==> config.mk <==
export PLATFORM = sky130hd
export DESIGN_NAME = user_clock_reset_sequencer
export DESIGN_NICKNAME = d
export VERILOG_FILES = /design/src/rtl/user_clock_pkg.sv /design/src/rtl/user_clock_sync_bit.sv /design/src/rtl/user_clock_reset_sequencer.sv
export SDC_FILE = /design/constraint.sdc
export NUM_CORES = 1
export LEC_CHECK = 0
export CAP_MARGIN = 15
export CELL_PAD_IN_SITES_DETAIL_PLACEMENT = 0
export CELL_PAD_IN_SITES_GLOBAL_PLACEMENT = 2
export CORE_ASPECT_RATIO = 0.6
export CORE_MARGIN = 3
export CORE_UTILIZATION = 40
export DETAILED_ROUTE_END_ITERATION = 6
export DONT_BUFFER_PORTS = 1
export PLACE_DENSITY_LB_ADDON = 0.1
export SLEW_MARGIN = 0
export SYNTH_ARGS = -nofsm -noshare
export SYNTH_HDL_FRONTEND = slang
export SYNTH_SLANG_ARGS = --single-unit
==> constraint.sdc <==
create_clock -name CLK -period 2.8 [get_ports CLK]
set_input_delay 0.56 -clock CLK [delete_from_list [all_inputs] [get_ports CLK]]
set_output_delay 0.56 -clock CLK [all_outputs]
set_load 0.01 [all_outputs]
==> src/rtl/user_clock_pkg.sv <==
// Shared definitions for the user-clock reset sequencer.
//   seq_state_e : sequencer FSM state, 2-bit, encodings visible on STATE.
//   LockLossW   : width of the saturating lock-loss counter.
//   RetryW      : width of the saturating MMCM retry counter.
//   clog2/max3  : elaboration-time helpers for sizing the shared cycle counter.
package user_clock_pkg;

  typedef enum logic [1:0] {
    StResetMmcm = 2'd0,
    StWaitLock  = 2'd1,
    StStabilize = 2'd2,
    StRun       = 2'd3
  } seq_state_e;

  localparam int unsigned LockLossW = 8;
  localparam int unsigned RetryW    = 4;

  function automatic int unsigned clog2(input int unsigned value);
    int unsigned result;
    result = 0;
    while ((64'd1 << result) < 64'(value)) begin
      result++;
    end
    return result;
  endfunction

  function automatic int unsigned max3(input int unsigned a, input int unsigned b,
                                       input int unsigned c);
    int unsigned m;
    m = a;
    if (b > m) m = b;
    if (c > m) m = c;
    return m;
  endfunction

endpackage

==> src/rtl/user_clock_sync_bit.sv <==
// Multi-flop single-bit synchronizer with asynchronous active-high clear to 0.
//   clk_i : destination clock
//   clr_i : asynchronous clear, active high
//   d_i   : asynchronous input bit
//   q_o   : d_i delayed through SYNC_STAGES flops
module user_clock_sync_bit #(
  parameter int unsigned SYNC_STAGES = 2
) (
  input  logic clk_i,
  input  logic clr_i,
  input  logic d_i,
  output logic q_o
);

  logic [SYNC_STAGES-1:0] sync_q;

  always_ff @(posedge clk_i or posedge clr_i) begin
    if (clr_i) begin
      sync_q <= '0;
    end else begin
      sync_q <= {sync_q[SYNC_STAGES-2:0], d_i};
    end
  end

  assign q_o = sync_q[SYNC_STAGES-1];

endmodule

==> src/rtl/user_clock_reset_sequencer.sv <==
// Sequences the user-clock MMCM: pulses MMCM_RST, waits for lock (retrying on timeout),
// requires a stable lock window, then releases the active-low user reset.
//   CLK             : free-running reference clock (also the MMCM input clock)
//   RST             : asynchronous active-high reset
//   LOCKED          : raw MMCM lock, asynchronous to CLK
//   MMCM_RST        : active-high MMCM reset
//   RST_N_OUT       : active-low user reset, released only in RUN
//   STATE           : current FSM state (seq_state_e encoding)
//   LOCK_LOSS_COUNT : saturating count of lock losses seen in RUN
//   RETRY_COUNT     : saturating count of lock timeouts
module user_clock_reset_sequencer
  import user_clock_pkg::*;
#(
  parameter int unsigned SYNC_STAGES     = 2,
  parameter int unsigned STABLE_CYCLES   = 256,
  parameter int unsigned LOCK_TIMEOUT    = 65536,
  parameter int unsigned MMCM_RST_CYCLES = 8
) (
  input  logic                 CLK,
  input  logic                 RST,
  input  logic                 LOCKED,
  output logic                 MMCM_RST,
  output logic                 RST_N_OUT,
  output logic [1:0]           STATE,
  output logic [LockLossW-1:0] LOCK_LOSS_COUNT,
  output logic [RetryW-1:0]    RETRY_COUNT
);

  localparam int unsigned CNT_W = clog2(max3(STABLE_CYCLES, LOCK_TIMEOUT, MMCM_RST_CYCLES));

  localparam logic [CNT_W-1:0] MmcmRstLast = CNT_W'(MMCM_RST_CYCLES - 1);
  localparam logic [CNT_W-1:0] TimeoutLast = CNT_W'(LOCK_TIMEOUT - 1);
  localparam logic [CNT_W-1:0] StableLast  = CNT_W'(STABLE_CYCLES - 1);

  seq_state_e           state_q, state_d;
  logic [CNT_W-1:0]     cnt_q, cnt_d;
  logic [LockLossW-1:0] loss_q, loss_d;
  logic [RetryW-1:0]    retry_q, retry_d;
  logic                 mmcm_rst_q, mmcm_rst_d;
  logic                 rst_n_q, rst_n_d;
  logic                 locked_s;

  user_clock_sync_bit #(
    .SYNC_STAGES(SYNC_STAGES)
  ) u_lock_sync (
    .clk_i(CLK),
    .clr_i(RST),
    .d_i  (LOCKED),
    .q_o  (locked_s)
  );

  always_comb begin
    state_d = state_q;
    cnt_d   = cnt_q + CNT_W'(1);
    loss_d  = loss_q;
    retry_d = retry_q;
    case (state_q)
      StResetMmcm: begin
        if (cnt_q == MmcmRstLast) begin
          state_d = StWaitLock;
          cnt_d   = '0;
        end
      end
      StWaitLock: begin
        // Lock takes priority over a timeout landing on the same cycle.
        if (locked_s) begin
          state_d = StStabilize;
          cnt_d   = '0;
        end else if (cnt_q == TimeoutLast) begin
          state_d = StResetMmcm;
          cnt_d   = '0;
          if (retry_q != '1) retry_d = retry_q + RetryW'(1);
        end
      end
      StStabilize: begin
        if (!locked_s) begin
          state_d = StWaitLock;
          cnt_d   = '0;
        end else if (cnt_q == StableLast) begin
          state_d = StRun;
          cnt_d   = '0;
        end
      end
      StRun: begin
        cnt_d = '0;
        // No MMCM reset on loss: the MMCM relocks itself, the timeout path covers failure.
        if (!locked_s) begin
          state_d = StWaitLock;
          if (loss_q != '1) loss_d = loss_q + LockLossW'(1);
        end
      end
      default: begin
        state_d = StResetMmcm;
        cnt_d   = '0;
      end
    endcase
    // Outputs follow the next state so they change on the same edge as the transition.
    mmcm_rst_d = (state_d == StResetMmcm);
    rst_n_d    = (state_d == StRun);
  end

  always_ff @(posedge CLK or posedge RST) begin
    if (RST) begin
      state_q    <= StResetMmcm;
      cnt_q      <= '0;
      loss_q     <= '0;
      retry_q    <= '0;
      mmcm_rst_q <= 1'b1;
      rst_n_q    <= 1'b0;
    end else begin
      state_q    <= state_d;
      cnt_q      <= cnt_d;
      loss_q     <= loss_d;
      retry_q    <= retry_d;
      mmcm_rst_q <= mmcm_rst_d;
      rst_n_q    <= rst_n_d;
    end
  end

  assign MMCM_RST        = mmcm_rst_q;
  assign RST_N_OUT       = rst_n_q;
  assign STATE           = state_q;
  assign LOCK_LOSS_COUNT = loss_q;
  assign RETRY_COUNT     = retry_q;

endmodule

==> summary.txt <==
Power and ir drop
  • Gate power share: 0.190
  • Sequential share of power: 0.489
  • Total power: approximately 1400 uW
  • Clock share of power: 0.321
  • Static Leak: 0.0007783 uW
  • Switching share of power: 0.3174
  • Switch Pwr: 433.7 uW
  • Total internal power: 932.8 uW
  • Pwr dens: 756.3 mW/mm2
  • Maximum VDD drop: 0.3051 mV

Detailed routing
  • Initial drt markers: 51
  • Antenna Nets Post-Route: 0
  • Drt drc: 0
  • Vias per inst: 5.500
  • Avg WL per Cell: 15.93 um
  • First-pass detailed-route iteration total: 4
  • Via Count: between 1000 and 1500
  • Total Wirelength: 3282 um

Place
  • DP HPWL: 2318 um
  • Inst Count DP: 198
  • Placer Congestion: approximately 0.84
  • Number of port buffers: 0

GRT
  • Initial antenna violation count: 0
  • Largest net degree at the start of global routing: 35
  • Number of global-route vias before repair: 1114
  • Grt ovf: 0
  • Global-route usage over all layers: 0.1499
  • Global-route wire length before repair: 5720 um
  • Global-route track usage on met1: 0.2370
  • GR Util met3: 0.05325
  • Met2 Usage GRT: 0.1857
  • Busiest grt layer: met1

Timing
  • RSZ-0062 raised after global routing: no
  • Final Hold Vio Count: 0
  • Worst clock skew: 7.666 ps
  • Fin crit period: 2296 ps
  • Rel. slew slack: 0.5529
  • Setup violations, final: 0
  • Worst-margin pin slew: 667.7 ps
  • Post-Route Setup TNS: 0 ps
  • Pins Over Slew Limit: 0
  • FMAX: 435.6 MHz
  • Fin crit share: 0.8199
  • Worst hold slack: 255.5 ps

Synthesis
  • Compound-Gate Fraction of Synth Area: 0.09276
  • Commonest cells post-synth: 33 x dfrtp_1, 14 x xnor2_1, 13 x a21oi_1, 11 x nand3_1
  • Mapped cell area: 0.001659 mm2
  • Post-synthesis mux area share: 0.01357
  • Post-synthesis sequential area ratio: 0.5136
  • Syn Nets: roughly 160
  • Synth Instances: 153
  • Largest family of logic cells by synthesized area: simple AND/OR/NAND/NOR gates
  • Post-synth ARST share: 1.000
  • Post-synth cell types: 39
  • Average size of a mapped cell: between 10 and 15 um2
  • Synth Area in Simple Gates: 0.2134
  • YS warnings: 0
  • Post-synth top area cell: dfrtp_1
  • #FFs+latches synth: 34
  • Dominant synthesized flop cell: dfrtp_1
  • Post-synth top area share: 0.4977
  • Dominant cells by area after synthesis: dfrtp_1 50%, xnor2_1 7.4%, xor2_1 4.2%, a21oi_1 3.9%, nand3_1 3.3%
  • Count leader, synth: dfrtp_1
  • EDFF count, synth: 0
  • Adder-Cell Fraction of Synth Area: 0.02262
  • Post-Synth XOR/XNOR Area: 0.1161

Layout
  • Final Util: 0.4719
  • Area delta synth->final: 8.899%
  • Fillers: 371
  • Non-filler instance count after layout: ~210
  • Layout cells sized above 1: 0.1258
  • Sequential Area: 852.1 um2
  • Antenna diode count: 0
  • Multi-input gate area: 760.7 um2
  • Nets@finish: 164

CTS
  • H-tree depth: 2
  • CTS root buf: clkbuf_8
  • Num CTS Buffers: 5
  • Max clock buf depth: 2
  • Clock Sinks: 34
  • Post-CTS Setup Inserts: 0
  • Worst-path clk slew: 70 ps
  • Post-CTS sizing: 0
  • Worst-skew pair later-pin latency: 280 ps
  • Hold-fix buffers, CTS: 0
  • TritonCTS clock tree: done

Min path
  • Hold Crit Class: primary input to async pin

Run
  • Max cap viols: 0

Floorplan
  • Die ar.: approximately 0.005 mm2
  • Die width: 89.15 um
  • Cell row count: 17
  • Die Y: 55.89 um
  • I/O pin count: 19
  • Starting density of the core: 0.4333
  • Core region area: 0.003829 mm2

Setup path
  • CP required: 2930 ps
  • Max FO, Critical Path: 15
  • Startpoint Class: flip-flop
  • Crit Path Class: flip-flop to flip-flop
  • Crit path arrival time: about 2400 ps
  • Nature of the critical path endpoint: flip-flop

Status
  • Status: completed
==> cell type report <==
cell class	instances	area share
Tap cell	47	0.03255
Multi-Input combinational cell	111	0.4211
Timing Repair Buffer	1	0.004155
Clock buffer	5	0.03809
Clock inverter	3	0.02216
Inverter	5	0.01039
Sequential cell	34	0.4716
==> per-stage QoR <==
step,setup WS (ps),cell area [um2]
floorplan,872.3,1659
global placement,546.0,1698
detailed placement,552.0,1698
CTS,530.3,1807
global route,330.0,1807
finish,504.3,1807
==> placed cells by master (no fill, tap or decap), types with 2 or more instances in the layout <==
master     n
or2_2      2
or4_1      2
xor2_1     8
clkbuf_8   5
nand2_1    7
nor3_1     5
nor2b_1    2
inv_1      5
a21oi_1   13
xnor2_1   14
o21ai_0    2
a22oi_1    2
mux2_2     2
and2_1     2
nand3_1   11
nor2_1     8
nor4_1     4
ha_1       3
dfrtp_1   33
nand4_1    4
or3_1      5
clkinv_2   2
==> cell families (layout without fill, tap and decap cells) <==
family,after synthesis,count (layout)
and+or+nand+nor,60,60
AOI/OAI and AO/OA,24,24
xor gates and xnor gates,22,22
adders and majority gates,3,3
buffers and inverters,8,14
muxes,2,2
DFF,34,34
==> path summary, 6_finish.rpt <==
| kind | from | endpoint | slack [ps] | cells past startpoint |
|---|---|---|---|---|
| worst max register to register | cnt_q[10]$_DFF_PP0_ | cnt_q[15]$_DFF_PP0_ | 500 | 4 |
| worst min register to register | u_lock_sync.sync_q[0]$_DFF_PP0_ | u_lock_sync.sync_q[1]$_DFF_PP0_ | 350 | 0 |
| worst max-delay path | cnt_q[10]$_DFF_PP0_ | cnt_q[15]$_DFF_PP0_ | 500 | 4 |
| max in group asynchronous | RST | MMCM_RST$_DFF_PP1_ | 2200 | 2 |
| min in group CLK | LOCKED | u_lock_sync.sync_q[0]$_DFF_PP0_ | 300 | 0 |
| worst min-delay path | RST | cnt_q[15]$_DFF_PP0_ | 260 | 2 |
==> sequential cells by signal, summed over array words and instances, names as in the netlist <==
signal / cells
u_lock_sync.sync_q: 2
MMCM_RST: 1
RST_N_OUT: 1
STATE: 2
RETRY_COUNT: 4
cnt_q: 16
LOCK_LOSS_COUNT: 8
==> power by group through the flow <==
stage / Clock [uW] / Combinational (uW) / Sequential, uW
floorplan: 0 / 234 / 655
global placement: 0 / 256 / 675
detailed placement: 0 / 259 / 678
CTS: 450 / 261 / 669
global route: 477 / 295 / 683
finish: 438 / 260 / 668
==> critical path: stages, from the launching register on <==
cell and delay, ps:
dfrtp_1 440, or4_1 580, nor4_1 430, or2_1 510
a22oi_1 190
==> per-layer routing <==
| layer | up-vias | share of wire |
|---|---|---|
| met3 | 5 | 0.050 |
| met5 | - | 0 |
| met4 | 0 | 0.011 |
| met2 | 21 | 0.39 |
| met1 | 551 | 0.55 |
| li1 | 556 | - |
Note: power is estimated with default switching activity, not from simulation.
